### src/rtl/ahbl_uart_rx.sv
// ahbl_uart_rx
//   AHB-Lite slave UART receiver (8N1, LSB first). The serial input is
//   synchronised and sampled at mid-bit using a programmable per-bit clock
//   count. Received bytes go into a small FIFO that the CPU drains by reading
//   RXDATA.
//
//   Registers (HADDR[3:2]):
//     0x0 RXDATA   RO  [7:0] FIFO head, read pops
//     0x4 STATUS       [0] NOT_EMPTY, [1] FULL, [2] OVERRUN (W1C), [3] FRAME_ERR (W1C)
//     0x8 PRESCALE RW  [15:0] clocks per bit minus one
//     0xC CTRL     RW  [0] EN
//
//   Ports:
//     HCLK, HRESETn          clock, async active-low reset
//     HADDR, HTRANS, HSIZE,  AHB-Lite address phase (HSIZE ignored)
//     HWRITE, HREADY, HSEL
//     HWDATA                 write data (data phase)
//     HREADYOUT              always 1 (zero wait states)
//     HRDATA                 read data (data phase, combinational)
//     rx                     serial input, idle high, asynchronous
//     irq                    FIFO not empty or any sticky error flag
//
//   Receiver FSM states:
//     state   | meaning
//     S_IDLE  | waiting for a falling edge on rx while enabled
//     S_START | counting to the middle of the start bit, glitch check
//     S_DATA  | sampling the 8 data bits at mid-bit
//     S_STOP  | sampling the stop bit, reporting the byte to the FIFO
module ahbl_uart_rx #(
  parameter int          FIFO_DEPTH       = 4,
  parameter logic [15:0] DEFAULT_PRESCALE = 16'd433
) (
  input  logic        HCLK,
  input  logic        HRESETn,
  input  logic [31:0] HADDR,
  input  logic [1:0]  HTRANS,
  input  logic [2:0]  HSIZE,
  input  logic        HWRITE,
  input  logic        HREADY,
  input  logic        HSEL,
  input  logic [31:0] HWDATA,
  output logic        HREADYOUT,
  output logic [31:0] HRDATA,
  input  logic        rx,
  output logic        irq
);

  localparam int AW = $clog2(FIFO_DEPTH);

  typedef enum logic [1:0] {S_IDLE, S_START, S_DATA, S_STOP} state_t;

  // ---------------------------------------------------------------------
  // AHB address/data phase
  // ---------------------------------------------------------------------
  logic       ph_valid;
  logic       ph_write;
  logic [1:0] ph_idx;

  always_ff @(posedge HCLK or negedge HRESETn) begin
    if (!HRESETn) begin
      ph_valid <= 1'b0;
      ph_write <= 1'b0;
      ph_idx   <= 2'd0;
    end else if (HREADY) begin
      ph_valid <= HSEL & HTRANS[1];
      ph_write <= HWRITE;
      ph_idx   <= HADDR[3:2];
    end
  end

  logic rd_en;
  logic wr_en;
  assign rd_en = ph_valid & ~ph_write;
  assign wr_en = ph_valid &  ph_write;

  assign HREADYOUT = 1'b1;

  // Bits of the bus that this slave never looks at.
  logic unused_bits;
  assign unused_bits = ^{HADDR[31:4], HADDR[1:0], HTRANS[0], HSIZE, HWDATA[31:16]};

  // ---------------------------------------------------------------------
  // Configuration registers
  // ---------------------------------------------------------------------
  logic [15:0] prescale;
  logic        en;

  always_ff @(posedge HCLK or negedge HRESETn) begin
    if (!HRESETn) begin
      prescale <= DEFAULT_PRESCALE;
      en       <= 1'b0;
    end else if (wr_en) begin
      if (ph_idx == 2'd2) prescale <= HWDATA[15:0];
      if (ph_idx == 2'd3) en       <= HWDATA[0];
    end
  end

  // ---------------------------------------------------------------------
  // rx synchronizer and falling-edge detect
  // ---------------------------------------------------------------------
  logic rx_meta;
  logic rx_s;
  logic rx_prev;

  always_ff @(posedge HCLK or negedge HRESETn) begin
    if (!HRESETn) begin
      rx_meta <= 1'b1;
      rx_s    <= 1'b1;
      rx_prev <= 1'b1;
    end else begin
      rx_meta <= rx;
      rx_s    <= rx_meta;
      rx_prev <= rx_s;
    end
  end

  logic rx_fall;
  assign rx_fall = rx_prev & ~rx_s;

  // ---------------------------------------------------------------------
  // Receiver FSM. The stop-bit verdict is registered (done_*) and acted on
  // by the FIFO one cycle later.
  // ---------------------------------------------------------------------
  state_t      state;
  logic [15:0] cnt;
  logic [2:0]  bit_idx;
  logic [7:0]  shreg;
  logic        done_pulse;
  logic        done_ok;
  logic [7:0]  done_byte;

  always_ff @(posedge HCLK or negedge HRESETn) begin
    if (!HRESETn) begin
      state      <= S_IDLE;
      cnt        <= 16'd0;
      bit_idx    <= 3'd0;
      shreg      <= 8'd0;
      done_pulse <= 1'b0;
      done_ok    <= 1'b0;
      done_byte  <= 8'd0;
    end else begin
      done_pulse <= 1'b0;
      if (state != S_IDLE && !en) begin
        // Disabling mid-frame abandons the partial byte.
        state <= S_IDLE;
      end else begin
        case (state)
          S_IDLE: begin
            if (en && rx_fall) begin
              cnt   <= prescale >> 1;
              state <= S_START;
            end
          end
          S_START: begin
            if (cnt == 16'd0) begin
              if (rx_s) begin
                state <= S_IDLE;
              end else begin
                cnt     <= prescale;
                bit_idx <= 3'd0;
                state   <= S_DATA;
              end
            end else begin
              cnt <= cnt - 16'd1;
            end
          end
          S_DATA: begin
            if (cnt == 16'd0) begin
              shreg[bit_idx] <= rx_s;
              cnt            <= prescale;
              if (bit_idx == 3'd7) state <= S_STOP;
              else                 bit_idx <= bit_idx + 3'd1;
            end else begin
              cnt <= cnt - 16'd1;
            end
          end
          S_STOP: begin
            if (cnt == 16'd0) begin
              done_pulse <= 1'b1;
              done_ok    <= rx_s;
              done_byte  <= shreg;
              state      <= S_IDLE;
            end else begin
              cnt <= cnt - 16'd1;
            end
          end
          default: state <= S_IDLE;
        endcase
      end
    end
  end

  // ---------------------------------------------------------------------
  // Receive FIFO and sticky flags
  // ---------------------------------------------------------------------
  logic [7:0]  mem [FIFO_DEPTH];
  logic [AW:0] wr_ptr;
  logic [AW:0] rd_ptr;
  logic        empty;
  logic        full;
  logic        overrun;
  logic        frame_err;

  assign empty = (wr_ptr == rd_ptr);
  assign full  = (wr_ptr[AW] != rd_ptr[AW]) && (wr_ptr[AW-1:0] == rd_ptr[AW-1:0]);

  logic pop;
  logic push;
  logic ovr_set;
  logic fe_set;
  logic st_wr;

  assign pop     = rd_en & (ph_idx == 2'd0) & ~empty;
  // A pop in the same cycle frees the slot, so a full FIFO still accepts.
  assign push    = done_pulse & done_ok & (~full | pop);
  assign ovr_set = done_pulse & done_ok & full & ~pop;
  assign fe_set  = done_pulse & ~done_ok;
  assign st_wr   = wr_en & (ph_idx == 2'd1);

  always_ff @(posedge HCLK) begin
    if (push) mem[wr_ptr[AW-1:0]] <= done_byte;
  end

  always_ff @(posedge HCLK or negedge HRESETn) begin
    if (!HRESETn) begin
      wr_ptr    <= '0;
      rd_ptr    <= '0;
      overrun   <= 1'b0;
      frame_err <= 1'b0;
    end else begin
      if (push) wr_ptr <= wr_ptr + 1'b1;
      if (pop)  rd_ptr <= rd_ptr + 1'b1;
      // Set has priority over a simultaneous write-1-to-clear.
      overrun   <= ovr_set | (overrun   & ~(st_wr & HWDATA[2]));
      frame_err <= fe_set  | (frame_err & ~(st_wr & HWDATA[3]));
    end
  end

  assign irq = ~empty | overrun | frame_err;

  // ---------------------------------------------------------------------
  // Read data
  // ---------------------------------------------------------------------
  always_comb begin
    HRDATA = 32'd0;
    if (rd_en) begin
      case (ph_idx)
        2'd0: HRDATA = empty ? 32'd0 : {24'd0, mem[rd_ptr[AW-1:0]]};
        2'd1: HRDATA = {28'd0, frame_err, overrun, full, ~empty};
        2'd2: HRDATA = {16'd0, prescale};
        2'd3: HRDATA = {31'd0, en};
        default: HRDATA = 32'd0;
      endcase
    end
  end

endmodule
### config.mk
export PLATFORM = sky130hd
export DESIGN_NAME = ahbl_uart_rx
export DESIGN_NICKNAME = d
export VERILOG_FILES = /design/src/rtl/ahbl_uart_rx.sv
export SDC_FILE = /design/constraint.sdc
export NUM_CORES = 1
export LEC_CHECK = 0
export ABC_AREA = 1
export BUFFER_PORTS_ARGS = -buffer_cell sky130_fd_sc_hd__buf_2
export CELL_PAD_IN_SITES_DETAIL_PLACEMENT = 0
export CELL_PAD_IN_SITES_GLOBAL_PLACEMENT = 2
export CORE_ASPECT_RATIO = 1.5
export CORE_UTILIZATION = 32
export CTS_CLUSTER_SIZE = 14
export DETAILED_ROUTE_END_ITERATION = 7
export PLACE_DENSITY = 0.75
export SLEW_MARGIN = 20
export SYNTH_ARGS = -nofsm -noshare
export SYNTH_HDL_FRONTEND = slang
export SYNTH_SLANG_ARGS = --single-unit
### constraint.sdc
create_clock -name HCLK -period 2 [get_ports HCLK]
set_input_delay 0.4 -clock HCLK [delete_from_list [all_inputs] [get_ports HCLK]]
set_output_delay 0.4 -clock HCLK [all_outputs]
set_load 0.005 [all_outputs]
==> metrics, run 1 <==
CTS tree=yes; Buffers & Inverters on Critical Path=3; First-pass DRT Iterations=4; Post-Syn Area=0.00567 mm^2; DRT iter0 DRCs=roughly 180; Total GRT Usage=between 10% and 20%; Synthesis Warnings=0; crit path kind=reg -> out; final hold slack=around 0.15 ns; placed cells=a little under 1000; Top delay family on crit path=flip-flops; worst clock skew=0.00920 ns; num rows=59; post-synthesis sequential area ratio=approximately half; Reg2Reg Depth=6; final setup vio count=9; area of the core=roughly 0.017 mm^2; WL final=between 10000 and 15000 um; I/O pin count=about 110; reg2reg start=ph_idx[1]; Die Y=165 um; combinational power share=38.1%; post-route design area=0.00676 mm^2; worst hold path type=in -> reg; initial antenna violation count=0; area share of the largest cell type after synthesis=between 20 and 30%; R2R setup slack=roughly 0.12 ns; die area=approximately 0.018 mm^2; RSZ-0062 raised after global routing=yes; CP arrival=between 1.5 and 2 ns; sw frac=about two fifths; Non-Filler Instances=slightly below 1000; CTS sink cnt=~100; pre-CTS WS=around 0.023 ns; largest net degree at the start of global routing=33; crit end category=output port; Final period util=105%; Detail Route Antenna Nets=0; CP max-delay cell=dfrtp_2; post-synthesis cell count=between 700 and 800; P_sw=~2.9 mW; Power Density=between 1000 and 1500 mW/mm^2; number of synthesized flops with an enable pin=32; top cell type by total area after synthesis=dfrtp_1; peak supply drop=just over 0.5 mV; top area cells in the synthesized netlist=dfrtp_1 28%, edfxtp_1 17%, nand2_1 14%; Required @ worst endpoint=approximately 1.6 ns; leak pwr=~3.3 nW; clock buffer depth=2; clock slew at reported path FFs=approximately 0.07 ns; hold path cells=1; most frequent cells in the layout=217 x nand2_1, 94 x nor2_1, 57 x dfrtp_1; vias=around 4700; Setup WS post-layout=-0.106 ns; vias in the first global route=roughly 4700; WHS Endpoint=rx_meta; P&R area growth vs syn=19.2%; min-delay src=rx; CTS buffer count=9; Starting Density=32.7%; diode count=0; layout cells sized above 1=20.1%; drt wl/cell=about 15 um; maxcap violations=0; clock power share=23.6%; CP Max Fanout=6; reg2reg end=mem[1][4]; DRC Markers=0; Via density=between 4 and 5; nets@finish=861; most common cell after layout, fill and taps aside=nand2_1; ys flop type=dfrtp_1; Seq pwr share=a little under two fifths; status=finished with violations; startpoint types=flop; Synth Register Bits=~100; P_int=4.60 mW; cell-by-cell listing of the critical path=inv_4 > buf_4 > nor2_1 > o22ai_1 > a21oi_1 > nor3_2 > buf_2; clk_lat worst skew=~0.35 ns; Hold Vio Cnt, Final=0; asr flop ratio synth=slightly below 70%; FMAX=about 0.47 GHz; largest stage delay on the critical path=~0.47 ns; Mapped Avg Cell Area=8.09 um^2; total congestion overflow=0; Post-DP Area=0.00627 mm^2; Post-DP HPWL=roughly 11000 um; Clock Root Buffer=clkbuf_16; post-synthesis cell type count=39; failing checks=negative setup slack; setup_tns=-0.461 ns; Final min period=2.11 ns; die width=between 100 and 150 um; IO buf count=41; first-pass GRT wire length=~24000 um; Final Slew Violations=0; Final Wtd Congestion=a little over 0.8; maximum level of the CTS H-tree=3
## how the worst max path moves through the flow
stage | startpoint | slack, ns | depth (start not counted) | endpoint
floorplan | rd_ptr[0] | 0.17 | 7 | mem[0][0]
global placement | rd_ptr[1] | 0.05 | 6 | HRDATA[2]
detailed placement | rd_ptr[1] | 0.02 | 6 | HRDATA[2]
finish | rd_ptr[0] | -0.11 | 7 | HRDATA[3]
global route | rd_ptr[0] | -0.16 | 7 | HRDATA[0]
CTS | rd_ptr[1] | -0.09 | 4 | irq
## flip-flops by register name, summed over array words and instances, names as in the netlist, 2 cells and up
register,cells
ph_idx,2
mem,32
cnt,16
rd_ptr,3
state,2
done_byte,8
wr_ptr,3
prescale,16
bit_idx,3
shreg,8
## power by group through the flow
| stage | registers, mW | clock network, mW | logic (mW) |
|---|---|---|---|
| 2_1_floorplan | 2.80 | 0 | 2.03 |
| 3_3_place_gp | 2.91 | 0 | 2.85 |
| 3_5_place_dp | 2.92 | 0 | 2.86 |
| 4_1_cts | 2.88 | 1.83 | 2.91 |
| 5_1_grt | 2.92 | 1.91 | 3.25 |
| 6_report | 2.88 | 1.77 | 2.86 |
## synthesized netlist by cell type, types with 8 or more instances
cell type  instances
nand2_1          218
nor2_1            98
dfrtp_1           63
inv_1             52
edfxtp_1          32
a21oi_1           26
nand3_1           25
o21ai_0           20
o21ai_1           20
buf_4             18
ha_1              13
nor3_1            12
buf_2              9
nand3b_1           9
nand4_1            9
clkbuf_1           8
dfstp_2            8
## logic make-up after synthesis
logic type / after synthesis / synth area share, %
AND/OR/NAND/NOR: 392 / 30.2
multiplexers: 6 / 1.19
XOR/XNOR: 12 / 1.85
other: 2 / 0.132
AO/OA/AOI/OAI: 76 / 7.28
buffers and inverters: 97 / 8.07
adder cells (fa/ha/maj): 13 / 2.87
flip-flops: 103 / 48.4
## cell type report
cell class	count	area [um^2]
Clock buffer	12	236
Clock inverter	4	52.6
Fill cell	1772	10600
Inverter	59	229
Multi-Input combinational cell	516	2620
Sequential cell	103	2760
Tap cell	213	267
Timing Repair Buffer	84	601
## worst register-to-register path: stages (launching register included)
cell	delay (ns)
dfrtp_2	0.45
nor2_2	0.18
inv_1	0.14
o21ai_1	0.30
nand2_1	0.18
nor2_1	0.13
buf_4	0.20
## what timing repair did
item / 4_1_cts / 5_1_grt
pin swaps: 6 / 2
gates resized for setup: 36 / 3
setup buffers: 8 / 0
endpoints found under the setup margin: 15 / 11
endpoints found under the hold margin: 24 / 0
hold buffers: 1 / 0
## metrics by stage
stage / util [%] / power [mW]
2_1_floorplan: - / 4.83
3_3_place_gp: 36.2 / 5.75
3_5_place_dp: 36.2 / 5.77
4_1_cts: 38.9 / 7.62
5_1_grt: 39.0 / 8.08
6_report: 39.0 / 7.50
## metal layers
metal  share of wire [%]  global-route usage (%)
met1                  41                    18.8
met2                  53                    32.0
met4                 3.2                    7.52
met3                 2.9                    2.74
met5                   0                       0
No activity file was read; power rests on OpenSTA's default activity.
==> run 2, diff against run 1 <==
--- a/config.mk
+++ b/config.mk
@@ -13,7 +13,9 @@
 export CORE_UTILIZATION = 32
 export CTS_CLUSTER_SIZE = 14
 export DETAILED_ROUTE_END_ITERATION = 7
+export HOLD_SLACK_MARGIN = 0.15
 export PLACE_DENSITY = 0.75
+export SKIP_LAST_GASP = 1
 export SLEW_MARGIN = 20
 export SYNTH_ARGS = -nofsm -noshare
 export SYNTH_HDL_FRONTEND = slang
==> constraint.sdc (replaced) <==
create_clock -name HCLK -period 2 [get_ports HCLK]
set_input_delay 0.2 -clock HCLK [delete_from_list [all_inputs] [get_ports HCLK]]
set_output_delay 0.2 -clock HCLK [all_outputs]
set_load 0.005 [all_outputs]
==> run 2 against run 1 <==
Effect of this change: the run now ends clean; non-clock buffer count increased by 29; clock skew increased by 0.0016 ns; maximum frequency increased by 5.9%; register-to-register slack got worse by 0.04 ns; die area unchanged; power increased by 1.1%; first-iteration DRC count increased by 19%; utilization increased by 1.7 points; worst setup slack improved by 0.12 ns; combinational power increased by 1%; sequential share of layout area decreased by 1.8 points; flip-flop and latch count unchanged; critical path type unchanged.
==> metrics, run 2 (synthesis results as in run 1) <==
status=finished clean; crit end category=output port; area of the core=0.0173 mm^2 (unchanged); Final min period=1.99 ns (-0.118 ns); Required @ worst endpoint=1.80 ns (+0.20 ns); Final period util=99.4% (-5.9 points); Die Y=165 um (unchanged); CTS buffer count=9 (unchanged); leak pwr=3.47 nW (+3.7%); CTS sink cnt=103 (unchanged); FMAX=0.503 GHz (+5.9%); CP Max Fanout=8 (+2); Detail Route Antenna Nets=0 (unchanged); IO buf count=41 (unchanged); initial antenna violation count=0 (unchanged); total congestion overflow=0 (unchanged); Power Density=1080 mW/mm^2 (-3.0%); clock power share=23.9% (+0.3 points); clock buffer depth=2 (unchanged); P_sw=2.95 mW (+1.9%); Starting Density=32.7% (unchanged); Post-DP Area=0.00630 mm^2 (+0.48%); DRC Markers=0 (unchanged); I/O pin count=109 (unchanged); crit path kind=reg -> out; worst hold path type=in -> reg; vias in the first global route=4777 (+2.0%); most common cell after layout, fill and taps aside=nand2_1; hold path cells=3 (+2); vias=4752 (+2.0%); Relative slew margins=roughly two thirds; total power=7.59 mW (+1.1%); CTS tree=yes; Hold Vio Cnt, Final=0 (unchanged); diode count=0 (unchanged); R2R setup slack=0.08 ns (-0.04 ns); worst clock skew=0.0108 ns (+0.00156 ns); clk_lat worst skew=0.35 ns (about the same); first-pass GRT wire length=25000 um (+3.8%); WL final=15100 um (+2.5%); nets@finish=890 (+3.4%); Reg2Reg Depth=7 (+1); Seq pwr share=37.9% (-0.4 points); Total GRT Usage=17.4% (+0.44 points); Clock Root Buffer=clkbuf_16; Non-Filler Instances=1020 (+2.9%); CP arrival=1.79 ns (+0.08 ns); post-route design area=0.00705 mm^2 (+4.3%); peak supply drop=0.542 mV (+7.3%); drt wl/cell=14.8 um (-0.44%); most frequent cells in the layout=217 x nand2_1, 91 x nor2_1, 63 x dfrtp_1; largest net degree at the start of global routing=52 (+58%); combinational power share=38.2% (about the same); maxcap violations=0 (unchanged); die width=111 um (unchanged); min-delay src=HWDATA[1]; WHS Endpoint=prescale[1]; DRT iter0 DRCs=215 (+19%); P&R area growth vs syn=24.3%; sw frac=38.9% (+0.30 points); Post-DP HPWL=11300 um (+0.10%); P_int=4.63 mW (+0.63%); First-pass DRT Iterations=4 (unchanged); Final Wtd Congestion=0.804 (-0.36%); reg2reg start=rd_ptr[1]; Final Slew Violations=0 (unchanged); layout cells sized above 1=19.1% (-0.97 points); max FFs per register=32 (unchanged); final setup vio count=0 (-9); Via density=4.66 (-0.93%); clock slew at reported path FFs=0.07 ns (about the same); placed cells=970 (+0.41%); die area=0.0183 mm^2 (unchanged); setup_tns=0 ns (+0.461 ns); reg2reg end=mem[3][1]; Worst-Margin Slew=0.514 ns; startpoint types=flop; RSZ-0062 raised after global routing=yes; maximum level of the CTS H-tree=3 (unchanged); num rows=59 (unchanged); Util after Layout=40.6% (+1.7 points)
[run 2: area by class of cell]
class / count / area [um^2]
fill: 1756 / 10300
clock buffer: 10 / 229
sequential: 103 / 2750
clock inverter: 6 / 67.6
inverter: 59 / 233
multi-input combinational: 516 / 2620
timing repair buffer: 113 / 890
tap: 213 / 267
[run 2: power by group through the flow]
stage	clock network [mW]	registers, mW	logic [mW]
2_1_floorplan	0	2.80	2.03
3_3_place_gp	0	2.91	2.86
3_5_place_dp	0	2.92	2.87
4_1_cts	1.87	2.88	2.93
5_1_grt	1.94	2.93	3.32
6_report	1.81	2.88	2.90
[run 2: metrics by stage]
stage               hold slack, ns  worst slack (ns)
floorplan                  -0.0956             0.166
global placement             0.114            0.0101
detailed placement           0.121           -0.0842
CTS                          0.156           -0.0934
global route                 0.182           -0.0978
finish                       0.163            0.0123
[run 2: worst max-delay path, cell delays in order, from the launching register on]
cell        delay (ns)
dfrtp_1           0.37
buf_6             0.13
clkinvlp_4        0.15
buf_4             0.20
a32o_1            0.27
o21ai_1           0.17
buf_2             0.14
[run 2: what timing repair did]
action | in CTS | in global routing
pin swaps | 2 | 7
hold buffers | 27 | 0
setup endpoints to repair | 41 | 21
buffers inserted | 5 | 2
gates resized for setup | 16 | 18
endpoints found under the hold margin | 84 | 0
[run 2: how the worst max path moves through the flow]
stage	end	slack, ns	depth (start not counted)	start
after floorplan	mem[0][0]	0.17	7	rd_ptr[0]
after detailed placement	mem[3][6]	-0.08	5	rd_ptr[2]
after CTS	HRDATA[0]	-0.09	8	rd_ptr[0]
final	HRDATA[5]	0.01	6	rd_ptr[1]
after global placement	mem[3][5]	0.01	5	rd_ptr[2]
after global routing	HRDATA[2]	-0.1	9	rd_ptr[0]
[run 2: layer usage]
layer	global-route usage [%]	routed length, um	vias up
met5	0	0	-
met2	32.8	8040	55
met3	2.48	291	21
met4	5.94	339	0
met1	20.2	6460	2265
li1	-	-	2411
